==> config.mk <==
export PLATFORM = sky130hd
export DESIGN_NAME = action_arbiter_flat
export DESIGN_NICKNAME = d
export VERILOG_FILES = /design/src/rtl/action_arbiter_if.sv /design/src/rtl/action_arbiter.sv /design/src/flat_wrapper.sv
export SDC_FILE = /design/constraint.sdc
export NUM_CORES = 1
export LEC_CHECK = 0
export BUFFER_PORTS_ARGS = -buffer_cell sky130_fd_sc_hd__buf_2
export CELL_PAD_IN_SITES_DETAIL_PLACEMENT = 1
export CELL_PAD_IN_SITES_GLOBAL_PLACEMENT = 1
export CORE_ASPECT_RATIO = 0.7
export CORE_MARGIN = 2
export CORE_UTILIZATION = 41
export CTS_CLUSTER_SIZE = 10
export DETAILED_ROUTE_END_ITERATION = 7
export HOLD_SLACK_MARGIN = 0.03
export PLACE_DENSITY = 0.79
export SLEW_MARGIN = 20
export SYNTH_ARGS = -nofsm -noshare
export SYNTH_HDL_FRONTEND = slang
export SYNTH_SLANG_ARGS = --single-unit
export TNS_END_PERCENT = 1
==> constraint.sdc <==
create_clock -name clk -period 1.88 [get_ports clk]
set_input_delay 0.376 -clock clk [delete_from_list [all_inputs] [get_ports clk]]
set_output_delay 0.376 -clock clk [all_outputs]
set_load 0.05 [all_outputs]
==> src/rtl/action_arbiter_if.sv <==
// Button/command bundle between the user-input side and action_arbiter.
// master drives the raw inputs and observes commands; slave is the arbiter itself.
interface action_arbiter_if;
    logic       botonSleep;
    logic       botonAwake;
    logic       botonFeed;
    logic       botonPlay;
    logic       giro;
    logic       botonTest;
    logic [3:0] pulseTest;
    logic       dead;
    logic       cmd_sleep;
    logic       cmd_awake;
    logic       cmd_feed;
    logic       cmd_play;
    logic       cmd_giro;
    logic       cmd_tick;
    logic [5:0] pending;
    logic       busy;

    modport master (
        output botonSleep, botonAwake, botonFeed, botonPlay, giro, botonTest, pulseTest, dead,
        input  cmd_sleep, cmd_awake, cmd_feed, cmd_play, cmd_giro, cmd_tick, pending, busy
    );

    modport slave (
        input  botonSleep, botonAwake, botonFeed, botonPlay, giro, botonTest, pulseTest, dead,
        output cmd_sleep, cmd_awake, cmd_feed, cmd_play, cmd_giro, cmd_tick, pending, busy
    );
endinterface

==> src/rtl/action_arbiter.sv <==
// Button request arbiter: sync + edge detect, pending latch, one grant per cooldown, test tick bursts.
// Optional macro ROUND_ROBIN_EN rotates feed/play/giro instead of fixed priority.
module action_arbiter #(
    parameter int unsigned COOLDOWN  = 4,
    parameter int unsigned BURST_GAP = 2
) (
    input  logic           clk,
    input  logic           rst,
    action_arbiter_if.slave bus
);
    localparam logic [1:0] S_IDLE  = 2'd0;
    localparam logic [1:0] S_GRANT = 2'd1;
    localparam logic [1:0] S_COOL  = 2'd2;
    localparam logic [1:0] S_BURST = 2'd3;
    localparam logic [7:0] CD_LOAD  = 8'(COOLDOWN - 1);
    localparam logic [3:0] GAP_LOAD = 4'(BURST_GAP);

    // bit order everywhere: {test,giro,play,feed,sleep,awake}
    logic [5:0] raw_s, sync1_q, sync2_q, prev_q, rise_q;
    logic [1:0] state_q, state_d;
    logic [5:0] pending_q, pending_d, eligible_s, cmd_q, cmd_d;
    logic [4:0] user_gnt_s;
    logic [3:0] burst_cnt_q, burst_cnt_d, gap_q, gap_d;
    logic [7:0] cd_q, cd_d;
    logic       busy_q, test_take_s;

    assign raw_s = {bus.botonTest, bus.giro, bus.botonPlay, bus.botonFeed, bus.botonSleep, bus.botonAwake};

`ifdef ROUND_ROBIN_EN
    logic [1:0] rr_q;

    function automatic logic [2:0] rr_pick(input logic [2:0] req, input logic [1:0] ptr);
        logic [2:0] g;
        g = 3'b000;
        case (ptr)
            2'd1: begin
                if (req[1]) g = 3'b010; else if (req[2]) g = 3'b100; else if (req[0]) g = 3'b001; else g = 3'b000;
            end
            2'd2: begin
                if (req[2]) g = 3'b100; else if (req[0]) g = 3'b001; else if (req[1]) g = 3'b010; else g = 3'b000;
            end
            default: begin
                if (req[0]) g = 3'b001; else if (req[1]) g = 3'b010; else if (req[2]) g = 3'b100; else g = 3'b000;
            end
        endcase
        return g;
    endfunction

    // Round-robin pointer moves just past each granted feed/play/giro
    always_ff @(posedge clk or posedge rst) begin
        if (rst) begin
            rr_q <= 2'd0;
        end else if (state_q == S_IDLE && !eligible_s[5] && user_gnt_s[4:2] != 3'b000) begin
            rr_q <= user_gnt_s[2] ? 2'd1 : (user_gnt_s[3] ? 2'd2 : 2'd0);
        end else begin
            rr_q <= rr_q;
        end
    end
`endif

    // Requests the arbiter may act on; a dead pet only accepts test
    always_comb begin
        if (bus.dead) eligible_s = {pending_q[5], 5'b00000};
        else          eligible_s = pending_q;
    end

    // User winner: awake > sleep, then feed/play/giro
    always_comb begin
        user_gnt_s = 5'b00000;
        if (eligible_s[0])      user_gnt_s[0] = 1'b1;
        else if (eligible_s[1]) user_gnt_s[1] = 1'b1;
`ifdef ROUND_ROBIN_EN
        else                    user_gnt_s[4:2] = rr_pick(eligible_s[4:2], rr_q);
`else
        else if (eligible_s[2]) user_gnt_s[2] = 1'b1;
        else if (eligible_s[3]) user_gnt_s[3] = 1'b1;
        else if (eligible_s[4]) user_gnt_s[4] = 1'b1;
        else                    user_gnt_s = 5'b00000;
`endif
    end

    // A new test press is only taken outside a burst, when not already queued, with a nonzero length
    assign test_take_s = rise_q[5] && (state_q != S_BURST) && !pending_q[5] && (bus.pulseTest != 4'd0);

    // Next-state, command, counter and pending-request logic
    always_comb begin
        state_d     = state_q;
        pending_d   = pending_q;
        burst_cnt_d = burst_cnt_q;
        gap_d       = gap_q;
        cd_d        = cd_q;
        cmd_d       = 6'b000000;
        case (state_q)
            S_IDLE: begin
                if (eligible_s[5]) begin
                    state_d      = S_BURST;
                    pending_d[5] = 1'b0;
                    cmd_d[5]     = 1'b1;
                    burst_cnt_d  = burst_cnt_q - 4'd1;
                    gap_d        = GAP_LOAD;
                end else if (user_gnt_s != 5'b00000) begin
                    state_d      = S_GRANT;
                    cmd_d[4:0]   = user_gnt_s;
                    pending_d    = pending_q & ~{1'b0, user_gnt_s};
                    if (user_gnt_s[0]) pending_d[1] = 1'b0;
                    else               pending_d[1] = pending_d[1];
                end else begin
                    state_d = S_IDLE;
                end
            end
            S_GRANT: begin
                state_d = S_COOL;
                cd_d    = CD_LOAD;
            end
            S_COOL: begin
                if (cd_q == 8'd0) state_d = S_IDLE;
                else              cd_d    = cd_q - 8'd1;
            end
            S_BURST: begin
                if (cmd_q[5] && burst_cnt_q == 4'd0) begin
                    state_d = S_COOL;
                    cd_d    = CD_LOAD;
                end else if (gap_q != 4'd0) begin
                    gap_d = gap_q - 4'd1;
                end else begin
                    cmd_d[5]    = 1'b1;
                    burst_cnt_d = burst_cnt_q - 4'd1;
                    gap_d       = GAP_LOAD;
                end
            end
            default: state_d = S_IDLE;
        endcase
        // new edges applied after grant-clear so a same-edge set wins
        if (bus.dead) pending_d[4:0] = 5'b00000;
        else          pending_d[4:0] = pending_d[4:0] | rise_q[4:0];
        if (test_take_s) begin
            pending_d[5] = 1'b1;
            burst_cnt_d  = bus.pulseTest;
        end else begin
            burst_cnt_d  = burst_cnt_d;
        end
    end

    // Synchronizers, edge detect and arbiter state registers
    always_ff @(posedge clk or posedge rst) begin
        if (rst) begin
            sync1_q     <= 6'b000000;
            sync2_q     <= 6'b000000;
            prev_q      <= 6'b000000;
            rise_q      <= 6'b000000;
            state_q     <= S_IDLE;
            pending_q   <= 6'b000000;
            burst_cnt_q <= 4'd0;
            gap_q       <= 4'd0;
            cd_q        <= 8'd0;
            cmd_q       <= 6'b000000;
            busy_q      <= 1'b0;
        end else begin
            sync1_q     <= raw_s;
            sync2_q     <= sync1_q;
            prev_q      <= sync2_q;
            rise_q      <= sync2_q & ~prev_q;
            state_q     <= state_d;
            pending_q   <= pending_d;
            burst_cnt_q <= burst_cnt_d;
            gap_q       <= gap_d;
            cd_q        <= cd_d;
            cmd_q       <= cmd_d;
            busy_q      <= (state_d != S_IDLE);
        end
    end

    assign bus.cmd_awake = cmd_q[0];
    assign bus.cmd_sleep = cmd_q[1];
    assign bus.cmd_feed  = cmd_q[2];
    assign bus.cmd_play  = cmd_q[3];
    assign bus.cmd_giro  = cmd_q[4];
    assign bus.cmd_tick  = cmd_q[5];
    assign bus.pending   = pending_q;
    assign bus.busy      = busy_q;
endmodule

==> src/flat_wrapper.sv <==
// flat-port wrapper written by rule: the top's interface ports become plain ports
module action_arbiter_flat 
#(
    parameter int unsigned COOLDOWN  = 4,
    parameter int unsigned BURST_GAP = 2
)
  (clk, rst, bus_botonSleep, bus_botonAwake, bus_botonFeed, bus_botonPlay, bus_giro, bus_botonTest, bus_pulseTest, bus_dead, bus_cmd_sleep, bus_cmd_awake, bus_cmd_feed, bus_cmd_play, bus_cmd_giro, bus_cmd_tick, bus_pending, bus_busy);
  action_arbiter_if bus_i ();
  input  logic clk;
  input  logic rst;
  input wire logic [$bits(bus_i.botonSleep)-1:0] bus_botonSleep;
  input wire logic [$bits(bus_i.botonAwake)-1:0] bus_botonAwake;
  input wire logic [$bits(bus_i.botonFeed)-1:0] bus_botonFeed;
  input wire logic [$bits(bus_i.botonPlay)-1:0] bus_botonPlay;
  input wire logic [$bits(bus_i.giro)-1:0] bus_giro;
  input wire logic [$bits(bus_i.botonTest)-1:0] bus_botonTest;
  input wire logic [$bits(bus_i.pulseTest)-1:0] bus_pulseTest;
  input wire logic [$bits(bus_i.dead)-1:0] bus_dead;
  output wire logic [$bits(bus_i.cmd_sleep)-1:0] bus_cmd_sleep;
  output wire logic [$bits(bus_i.cmd_awake)-1:0] bus_cmd_awake;
  output wire logic [$bits(bus_i.cmd_feed)-1:0] bus_cmd_feed;
  output wire logic [$bits(bus_i.cmd_play)-1:0] bus_cmd_play;
  output wire logic [$bits(bus_i.cmd_giro)-1:0] bus_cmd_giro;
  output wire logic [$bits(bus_i.cmd_tick)-1:0] bus_cmd_tick;
  output wire logic [$bits(bus_i.pending)-1:0] bus_pending;
  output wire logic [$bits(bus_i.busy)-1:0] bus_busy;
  assign bus_i.botonSleep = bus_botonSleep;
  assign bus_i.botonAwake = bus_botonAwake;
  assign bus_i.botonFeed = bus_botonFeed;
  assign bus_i.botonPlay = bus_botonPlay;
  assign bus_i.giro = bus_giro;
  assign bus_i.botonTest = bus_botonTest;
  assign bus_i.pulseTest = bus_pulseTest;
  assign bus_i.dead = bus_dead;
  assign bus_cmd_sleep = bus_i.cmd_sleep;
  assign bus_cmd_awake = bus_i.cmd_awake;
  assign bus_cmd_feed = bus_i.cmd_feed;
  assign bus_cmd_play = bus_i.cmd_play;
  assign bus_cmd_giro = bus_i.cmd_giro;
  assign bus_cmd_tick = bus_i.cmd_tick;
  assign bus_pending = bus_i.pending;
  assign bus_busy = bus_i.busy;
  action_arbiter #(.COOLDOWN(COOLDOWN), .BURST_GAP(BURST_GAP)) u_core (.clk(clk), .rst(rst), .bus(bus_i));
endmodule
; After elaboration in Yosys (flattened, before gate mapping)
; Index checks and enable logic that the tools add are counted.
[word_totals]
out_inout_bits = 13
in_bits = 13
word_cells = 93
regBits = 55
[classes]
n_eq_ne = 11
reduce_logical = 21
add_sub_neg = 3
bitwise = 5
n_mux = 41
[ops]
columns = cell, n
row1 = $mux 4, 8
row2 = $mux 5, 6
row3 = $pmux 8 s3, 1
row4 = $mux 8, 2
row5 = $pmux 4 s2, 2
row6 = $mux 1, 13
row7 = $and 6x6->6, 2
row8 = $mux 6, 2
row9 = $reduce_bool 3->1, 3
row10 = $logic_not 8->1, 1
row11 = $mux 2, 4
row12 = $pmux 2 s4, 1
row13 = $reduce_bool 4->1, 2
row14 = $sub 4x1->4 const B, 2
row15 = $sub 8x1->8 const B, 1
row16 = $ne 2x2->1 const B, 3
row17 = $ne 3x2->1 const B, 2
row18 = $not 5->6, 1
row19 = $not 6->6, 1
row20 = $reduce_and 3->1, 2
row21 = $reduce_bool 2->1, 3
row22 = $or 5x5->5, 1
row23 = $reduce_bool 5->1, 1
row24 = $eq 2x2->1 const B, 2
row25 = 11 further kinds, 15

; Longest topological paths before layout
; Gate-level depths: netlist of run 1.
[depth]
ltp_word = 14
mapped_depth = 7

; Worst setup path after synthesis of run 1
; Ideal clock, no wire load.
[synth_path]
path_kind = register to register
start = reg u_core.gap_q[0]
end = reg u_core.burst_cnt_q[2]
slack_ns = 0.126
arrival_ns = 1.633
t_required_ns = 1.760
path_stages_with_launch = 7
setup_ns = 0.120
cell_sequence = dfrtp_1 -> inv_1 -> ha_1 -> or3b_2 -> o21ai_2 -> nand2_1 -> o211a_1
[synth_between]
elab_chain_cells = 3
[synth_lines]
columns = element, line_no
row1 = "start, declared", action_arbiter.sv:23  ; logic [3:0] burst_cnt_q, burst_cnt_d, gap_q, gap_d;
row2 = "start signal, assigned", action_arbiter.sv:166  ; gap_q <= gap_d;
row3 = $reduce_bool 4->1, action_arbiter.sv:123  ; end else if (gap_q != 4'd0) begin
row4 = $ne 3x2->1 (no line), --
row5 = $reduce_and 4->1 (no line), --
row6 = "end signal, assigned", action_arbiter.sv:165  ; burst_cnt_q <= burst_cnt_d;
row7 = "end, declared", action_arbiter.sv:23
; No other way between the ends.
; A chain may end at the register's enable or synchronous reset.

; Worst setup path in the final report of run 1
[layout_path]
start = reg u_core.burst_cnt_q[0]
end = reg u_core.cd_q[4]
[layout_between]
elab_chain_cells = 4
[layout_lines]
columns = element, line_no
row1 = $logic_not 4->1, action_arbiter.sv:120  ; if (cmd_q[5] && burst_cnt_q == 4'd0) begin
row2 = $logic_and 1x1->1, action_arbiter.sv:120
row3 = $ne 2x1->1 (no line), --
row4 = $reduce_and 3->1 (no line), --
row5 = "end signal, assigned", action_arbiter.sv:155  ; cd_q <= 8'd0;
row6 = "end signal, assigned", action_arbiter.sv:167  ; cd_q <= cd_d;
row7 = "end, declared", action_arbiter.sv:24  ; logic [7:0] cd_q, cd_d;
; No other way between the ends.

==> results.md, run 1 <==
* Global-route wire length before repair at 8459 um
* CTS buffer count at 5
* Hold Crit Class: input pin to async pin
* Maximum VDD drop at 0.0005861 V
* FP Rows at 22
* Total Negative Setup Slacks at 0 ns
* Floorplan Core Area at 5340 um^2
* Setup Fix Bufs, Post-CTS at 0
* Max Clock Skew at 0.006049 ns
* CTS root buf: clkbuf_8
* R2R depth at 7
* Die span in y at 66.76 um
* Critical Path RT at 2.13 ns
* Post-synthesis register bit count at 55
* RR Endpoint: u_core.cd_q[4]
* Hpwl dp at 3662 um
* Setup ws final at 0.07606 ns
* Area Growth Syn to Fin at 18.71%
* # IOs at 26
* Clock sinks at 55
* Leak at 0.001290 uW
* CTS tree: yes
* Yosys warns at 0
* Slowest CP cell: dfrtp_1
* Clock power frac at 17.6%
* Via count at 1677
* Sequential area share after synthesis at 59.65%
* Critical path class: flop to flop
* Pin count of the biggest net entering global routing at 56
* Fillcell total at 600
* Commonest non-fill, non-tap cells in the layout: 55 x dfrtp_1, 25 x buf_2, 15 x nor2_1, 15 x nand2_1, 13 x a21oi_1
* Placed Instances at 310
* Flip-flop and latch area at 1376 um^2
* Max Cap Viol at 0
* CP top delay family: simple AND/OR/NAND/NOR gates
* Sequential fraction of design power at 39.1%
* Total track usage at 17.96%
* CP bufs+invs at 2
* Unique cell type count in the Yosys netlist at 46
* RSZ-0062 raised after global routing: yes
* CP arrival at 2.05 ns
* Syn avg cell area at 11.31 um^2
* Sw Ratio at 41.03%
* Async S/R FF share, synth at 100.0%
* Port Buffers at 25
* CP Launch Type: flop
* Reg-to-reg setup timing slack at 0.08 ns
* Top FF cell, synth: dfrtp_1
* H-Tree Depth at 2
* P_int at 2335 uW
* Slew at the pin with the worst max-slew slack at 0.3783 ns
* Final slew viol count at 0
* Net Count, Synth at 224
* Vias/cell at 5.274
* Cell chain of the critical path: inv_2, ha_1, and4bb_4, o21ai_2, buf_4, or3_1, mux2i_1
* Critical R2R Launch: u_core.burst_cnt_q[0]
* Die X-Extent at 93.66 um
* Share of cells above drive strength 1 at 24.39%
* DRT antenna net count at 0
* Footprint of the multi-input gates at 902.1 um^2
* Remaining DRCs at 0
* Initial antenna violation count at 0
* Commonest non-fill, non-tap cell in the layout: dfrtp_1
* Cell Pwr Density at 1446 nW/um^2
* Slowest stage delay, CP at 0.44 ns
* Clk_lat worst skew at 0.32 ns
* Initial core utilization at 43.21%
* CTS clk-pin slew, worst paths at 0.11 ns
* Antenna Cells at 0
* Final #Nets at 265
* Switching Power at 1625 uW
* Final setup violation count at 0
* Combinational share of power at 43.3%
* Die ar. at 6253 um^2
* Overflow after GRT at 0
* Fmax at 0.5543 GHz
* Vias in the first global route at 1720
* Max-slew headroom at 74.46%
* Detailed router's first-iteration violation count at 74
* Routed wire length at 5151 um
* CP Capture Type: flop
* Final Hold Viols at 0
* Final min period at 1.804 ns
* Clk buf depth at 2
* WL/cell at 16.20 um
* Mapped cell area at 2307 um^2
* Pre-CTS WS at 0.05598 ns
* Post-synth EDFFs at 0
* Final instance count without filler cells at 318
* Pre-antenna DRT Iters at 4
* Final worst path period share at 95.95%
* Synth Instances at 204
* Crit-path max FO at 6
* Routability Congestion at 0.7824
* Status: complete, no violations
## state kept, by name, indices dropped and copies added (netlist names), 4 cells and up
register            count
u_core.cd_q             8
u_core.bus.pending      6
u_core.cmd_q            6
u_core.prev_q           6
u_core.rise_q           6
u_core.sync1_q          6
u_core.sync2_q          6
u_core.burst_cnt_q      4
u_core.gap_q            4
## cells by family after synthesis
kind of cell | after synthesis | synth area share (%)
simple gates | 71 | 17.19
flops | 55 | 59.65
compound gates | 53 | 15.84
buf+inv | 16 | 2.657
fa+ha+maj | 7 | 3.796
mux | 2 | 0.8677
## worst max path at each step
| stage | slack, ns | end | cells after the start | startpoint |
|---|---|---|---|---|
| 6_report | 0.08 | u_core.cd_q[4] | 7 | u_core.burst_cnt_q[0] |
| 5_1_grt | -0.03 | u_core.cd_q[4] | 7 | u_core.burst_cnt_q[0] |
| 4_1_cts | 0.02 | u_core.gap_q[2] | 6 | u_core.burst_cnt_q[0] |
| 3_5_place_dp | 0.06 | u_core.burst_cnt_q[0] | 7 | u_core.gap_q[0] |
| 3_3_place_gp | 0.11 | u_core.gap_q[2] | 6 | u_core.burst_cnt_q[0] |
| 2_1_floorplan | 0.13 | u_core.burst_cnt_q[2] | 6 | u_core.gap_q[0] |
## through the flow
step	power (uW)	hold slack (ns)	cell area [um^2]	util (%)
finish	3960	0.09134	2739	51.29
global route	4253	0.1078	2739	51.29
floorplan	2636	0.3312	2307	-
CTS	3915	0.09803	2706	50.68
detailed placement	3204	0.3364	2609	48.85
global placement	3109	0.3314	2609	48.85
## cell usage after synthesis (all sizes together), types with 2 or more instances
| cell type | number | share of area, % |
|---|---|---|
| dfrtp | 55 | 60 |
| nand2 | 15 | 2.4 |
| nor2 | 15 | 2.4 |
| inv | 14 | 2.3 |
| a21oi | 13 | 2.8 |
| o21ai | 13 | 3.1 |
| ha | 7 | 3.8 |
| nor2b | 7 | 1.9 |
| or3 | 7 | 2.1 |
| nor3 | 5 | 1.1 |
| nand3 | 4 | 0.87 |
| a211o | 3 | 1.1 |
| a22oi | 3 | 0.98 |
| nor3b | 3 | 0.98 |
| a21o | 2 | 0.65 |
| a31o | 2 | 0.76 |
| a31oi | 2 | 0.54 |
| and3 | 2 | 0.54 |
| mux2i | 2 | 0.87 |
| nand2b | 2 | 0.54 |
| nand4 | 2 | 0.54 |
| nand4b | 2 | 0.76 |
| o22ai | 2 | 0.54 |
| o2bb2ai | 2 | 0.76 |
| o311ai | 2 | 0.76 |
| o31a | 2 | 0.81 |
## area by class of cell
class | count | share of cell area (%)
clock buffer | 5 | 2.513
clock inverter | 3 | 1.051
inverter | 14 | 1.919
multi-input combinational | 133 | 32.94
sequential | 55 | 50.25
tap | 72 | 3.289
timing repair buffer | 36 | 8.040
## worst min-delay path: stages
cell	delay, ns
buf_2	0.10
inv_2	0.06
buf_12	0.27
## power by group through the flow
stage               Sequential [uW]  Combinational, uW  Clock, uW
floorplan                      1660                978          0
global placement               1550               1560          0
detailed placement             1560               1650          0
CTS                            1530               1670        713
global route                   1580               1920        756
finish                         1550               1710        697
## metal layers
layer,global-route usage [%],vias to the layer above,wire length (um)
met5,0,-,0
met4,4.891,0,66
met3,4.072,9,149
met2,28.87,22,2455
met1,24.76,843,2479
li1,-,803,-
## repair_timing
action	in CTS	in global routing
hold buffers	0	0
endpoints found under the hold margin	0	0
resized for setup	0	8
setup endpoints to repair	0	15
No activity file was read; power rests on OpenSTA's default activity.
==> run 2: changes to the inputs <==
--- a/config.mk
+++ b/config.mk
@@ -5,7 +5,7 @@
 export SDC_FILE = /design/constraint.sdc
 export NUM_CORES = 1
 export LEC_CHECK = 0
-export BUFFER_PORTS_ARGS = -buffer_cell sky130_fd_sc_hd__buf_2
+export BUFFER_PORTS_ARGS = -buffer_cell sky130_fd_sc_hd__clkbuf_2
 export CELL_PAD_IN_SITES_DETAIL_PLACEMENT = 1
 export CELL_PAD_IN_SITES_GLOBAL_PLACEMENT = 1
 export CORE_ASPECT_RATIO = 0.7
==> results.md, run 2 (synthesis gave the netlist of run 1 again) <==
* Fmax at 0.5440 GHz
* Antenna Cells at 0
* Clock power frac at 17.8%
* WL/cell at 16.29 um
* WHS Path Cells at 1
* CTS buffer count at 5
* Clock sinks at 55
* Final Hold Viols at 0
* Cell chain of the critical path: inv_1, ha_1, and4bb_4, o21ai_2, buf_4, or3_1, mux2i_1
* Final worst path period share at 97.78%
* Switching Power at 1654 uW
* Status: complete, no violations
* DP Area at 2616 um^2
* Crit-path max FO at 6
* CTS tree: yes
* Initial antenna violation count at 0
* Final min period at 1.838 ns
* Total track usage at 18.38%
* Max-slew headroom at 71.76%
* Detailed router's first-iteration violation count at 32
* Remaining DRCs at 0
* Pin count of the biggest net entering global routing at 38
* Overflow after GRT at 0
* Vias/cell at 5.266
* Area Growth Syn to Fin at 19.58%
* # IOs at 26
* CTS clk-pin slew, worst paths at 0.11 ns
* Post-route cell area at 2759 um^2
* Commonest non-fill, non-tap cells in the layout: 55 x dfrtp_1, 25 x clkbuf_2, 15 x nand2_1, 14 x nor2_1
* Initial core utilization at 43.21%
* P_int at 2343 uW
* DRT antenna net count at 0
* Hold Crit Class: input pin to flop
* CP Capture Type: flop
* Cell Pwr Density at 1449 nW/um^2
* Max reg flops at 8
* Most flops, register: u_core.cd_q
* Max Cap Viol at 0
* Final slew viol count at 0
* CP Launch Type: flop
* Share of cells above drive strength 1 at 24.19%
* Slew at the pin with the worst max-slew slack at 0.4230 ns
* Die ar. at 6253 um^2
* Fin util at 51.66%
* Hpwl dp at 3713 um
* Die span in y at 66.76 um
* CTS root buf: clkbuf_8
* Clk_lat worst skew at 0.32 ns
* Sw Ratio at 41.38%
* H-Tree Depth at 2
* Final #Nets at 267
* RSZ-0062 raised after global routing: yes
* Leak at 0.001296 uW
* Critical path class: flop to flop
* Via count at 1685
* Clk buf depth at 2
* Combinational share of power at 43.7%
* R2R depth at 7
* Commonest non-fill, non-tap cell in the layout: dfrtp_1
* Flip-flop and latch area at 1376 um^2
* Final setup violation count at 0
* Port Buffers at 25
* Routability Congestion at 0.8222
* Fillcell total at 586
* Critical Path RT at 2.12 ns
* Setup ws final at 0.04171 ns
* Max Clock Skew at 0.008755 ns
* Footprint of the multi-input gates at 904.6 um^2
* Die X-Extent at 93.66 um
* Sequential fraction of design power at 38.5%
* Slowest CP cell: dfrtp_1
* Floorplan Core Area at 5340 um^2
* Vias in the first global route at 1833
* Routed wire length at 5214 um
* Pre-antenna DRT Iters at 4
* Maximum VDD drop at 0.0005695 V
* FP Rows at 22
* CP arrival at 2.08 ns
* Slowest stage delay, CP at 0.42 ns
* Global-route wire length before repair at 8845 um
* Total Negative Setup Slacks at 0 ns
* Pre-CTS WS at -0.06658 ns
-- run 2: per-layer routing --
layer	part of all wire [%]	vias up	track usage, %	wire length (um)
li1	-	809	-	-
met1	50	851	24.44	2599
met2	47	17	31.03	2443
met3	2.2	8	3.733	113
met4	1.1	0	4.891	58
met5	0	-	0	0
-- run 2: worst max-delay path: cells and delay by family, from the launching register on --
| kind | cells | cell delay (ns) |
|---|---|---|
| AO/OA/AOI/OAI | 1 | 0.09 |
| buffers and inverters | 2 | 0.25 |
| multiplexers | 1 | 0.17 |
| adder cells (fa/ha/maj) | 1 | 0.17 |
| flip-flops | 1 | 0.42 |
| AND/OR/NAND/NOR | 2 | 0.66 |
-- run 2: final timing paths --
path	from	to	slack, ns
setup / recovery	u_core.burst_cnt_q[1]	u_core.cd_q[4]	0.04
hold / removal	bus_botonTest	u_core.sync1_q[5]	0.15
setup reg to reg	u_core.burst_cnt_q[1]	u_core.cd_q[4]	0.04
hold reg to reg	u_core.sync1_q[2]	u_core.sync2_q[2]	0.36
max in group asynchronous	rst	u_core.gap_q[3]	0.77
min in group asynchronous	rst	u_core.cd_q[3]	0.58
-- run 2: power groups by stage --
stage | Sequential, uW | Clock, uW | Combinational [uW]
2_1_floorplan | 1660 | 0 | 978
3_3_place_gp | 1540 | 0 | 1590
6_report | 1540 | 710 | 1750
3_5_place_dp | 1560 | 0 | 1650
5_1_grt | 1570 | 780 | 1920
4_1_cts | 1530 | 724 | 1690
-- run 2: final cells by class --
class                   count  area share [%]
repair buffers             38           8.617
multi-input cells         133           32.79
clock buffers               5           2.494
well taps                  72           3.265
clock inverters             3           1.043
inverters                  14           1.905
flip-flops and latches     55           49.89
-- run 2: what timing repair did --
action                     in CTS  in global routing
gates resized for setup         2                  5
pin swaps                       0                  1
buffers inserted                0                  0
setup endpoints to repair       3                 13
hold endpoints to repair       18                  0
hold buffers                    1                  0
-- run 2: through the flow --
step	power (uW)	hold WS (ns)	instances
after floorplan	2636	0.3312	204
after global placement	3129	0.3312	311
after detailed placement	3208	0.3356	311
after CTS	3950	0.1446	320
after global routing	4268	0.1401	320
final	3997	0.1522	320
==> run 3: changes to the inputs <==
--- a/config.mk
+++ b/config.mk
@@ -14,7 +14,7 @@
 export CTS_CLUSTER_SIZE = 10
 export DETAILED_ROUTE_END_ITERATION = 7
 export HOLD_SLACK_MARGIN = 0.03
-export PLACE_DENSITY = 0.79
+export PLACE_DENSITY = 0.85
 export SLEW_MARGIN = 20
 export SYNTH_ARGS = -nofsm -noshare
 export SYNTH_HDL_FRONTEND = slang
==> results.md, run 3 (synthesis gave the netlist of run 1 again) <==
* Status: complete, no violations
* RSZ-0062 raised after global routing: yes
* CP Capture Type: flop
* CTS buffer count at 5
* Final setup violation count at 0
* Slew at the pin with the worst max-slew slack at 0.4863 ns
* FP Rows at 22
* Antenna Cells at 0
* Final Hold Viols at 0
* Remaining DRCs at 0
* Combinational share of power at 43.7%
* Hold slack at 0.06247 ns
* Post-route cell area at 2768 um^2
* Flip-flop and latch area at 1376 um^2
* Fillcell total at 592
* Port Buffers at 25
* Hold Crit Class: input pin to async pin
* Die ar. at 6253 um^2
* P_int at 2335 uW
* Fmax at 0.5527 GHz
* CP top delay family: simple AND/OR/NAND/NOR gates
* Critical Path RT at 2.07 ns
* Crit-path max FO at 4
* Maximum VDD drop at 0.0005403 V
* Clock power frac at 17.3%
* Vias in the first global route at 1852
* Commonest non-fill, non-tap cell in the layout: dfrtp_1
* Cell chain of the critical path: inv_1, ha_2, or3b_4, o21ai_4, buf_6, a211o_1, nand3_1
* Share of cells above drive strength 1 at 26.12%
* Final slew viol count at 0
* CP arrival at 2.00 ns
* Total track usage at 17.82%
* WL/cell at 15.88 um
* Footprint of the multi-input gates at 919.6 um^2
* Hpwl dp at 3579 um
* Detailed router's first-iteration violation count at 49
* # IOs at 26
* Via count at 1715
* Sw Ratio at 41.37%
* Max Cap Viol at 0
* Switching Power at 1648 uW
* Max reg flops at 8
* Die span in y at 66.76 um
* Critical path class: flop to flop
* Max Clock Skew at 0.006040 ns
* Final #Nets at 264
* Clk buf depth at 2
* CTS tree: yes
* Commonest non-fill, non-tap cells in the layout: 55 x dfrtp_1, 25 x clkbuf_2, 15 x nand2_1, 14 x nor2_1, 12 x a21oi_1
* H-Tree Depth at 2
* Pin count of the biggest net entering global routing at 23
* Cell Pwr Density at 1439 nW/um^2
* Overflow after GRT at 0
* Total Negative Setup Slacks at 0 ns
* Pre-antenna DRT Iters at 4
* Slowest stage delay, CP at 0.45 ns
* Clk_lat worst skew at 0.30 ns
* Routability Congestion at 0.8161
* Slowest CP cell: dfrtp_1
* Final worst path period share at 96.24%
* Vias/cell at 5.410
* Clock sinks at 55
* Routed wire length at 5033 um
* Die X-Extent at 93.66 um
* CTS root buf: clkbuf_8
* Final min period at 1.809 ns
* Initial core utilization at 43.21%
* Area Growth Syn to Fin at 19.96%
* DP Area at 2614 um^2
* Most flops, register: u_core.cd_q
* Setup Fix Bufs, Post-CTS at 0
* CP Launch Type: flop
* CTS clk-pin slew, worst paths at 0.11 ns
* CP bufs+invs at 2
* Max-slew headroom at 67.53%
* Leak at 0.001284 uW
* Floorplan Core Area at 5340 um^2
* Initial antenna violation count at 0
* Global-route wire length before repair at 8604 um
* DRT antenna net count at 0
* Sequential fraction of design power at 39.0%
## run 3: cell type report
class / instances / area share (%)
Clock buffer: 5 / 2.486
Clock inverter: 3 / 0.9946
Inverter: 14 / 1.899
Multi-Input combinational cell: 133 / 33.23
Sequential cell: 55 / 49.73
Tap cell: 72 / 3.255
Timing Repair Buffer: 35 / 8.409
## run 3: repair_timing
| item | CTS | global route |
|---|---|---|
| gates cloned | 0 | 0 |
| gates resized for setup | 4 | 11 |
| pin swaps | 0 | 1 |
| endpoints found under the setup margin | 3 | 15 |
| hold buffers | 0 | 0 |
## run 3: final timing paths
check                             startpoint                     to  slack, ns  depth (start not counted)
max                          u_core.gap_q[1]  u_core.burst_cnt_q[3]       0.07                          7
min                                      rst         u_core.cd_q[4]       0.06                          2
max reg2reg                  u_core.gap_q[1]  u_core.burst_cnt_q[3]       0.07                          7
min reg2reg                u_core.sync1_q[2]      u_core.sync2_q[2]       0.36                          0
max in group asynchronous                rst       u_core.rise_q[1]       1.36                          3
min in group clk               bus_botonTest      u_core.sync1_q[5]       0.17                          1
## run 3: metal layers
| layer | routed length, um | up-vias | part of all wire (%) | GRT usage, % |
|---|---|---|---|---|
| met4 | 36 | 0 | 0.72 | 3.986 |
| met3 | 183 | 4 | 3.6 | 3.959 |
| li1 | - | 811 | - | - |
| met1 | 2372 | 870 | 47 | 23.40 |
| met2 | 2440 | 30 | 48 | 30.58 |
| met5 | 0 | - | 0 | 0 |
## run 3: metrics by stage
stage                     setup slack, ns  utilization, %  power, uW  cells
final                             0.07070           51.83       3983    317
after global routing             -0.04678           51.83       4259    317
after CTS                         0.01785           51.12       3906    317
after detailed placement         -0.01393           48.95       3147    309
after global placement            0.09963           48.95       3069    309
after floorplan                    0.1263               -       2636    204
## run 3: power groups by stage
stage	Sequential [uW]	Combinational, uW	Clock [uW]
2_1_floorplan	1660	978	0
3_3_place_gp	1550	1520	0
3_5_place_dp	1560	1580	0
4_1_cts	1540	1650	710
5_1_grt	1580	1930	755
6_report	1550	1740	688
## run 3: worst register-to-register path: cells and delay by family, from the launching register on
kind | cells | cell delay [ns]
AND/OR/NAND/NOR | 2 | 0.51
flip-flops | 1 | 0.45
adder cells (fa/ha/maj) | 1 | 0.19
AO/OA/AOI/OAI | 2 | 0.34
buffers and inverters | 2 | 0.22
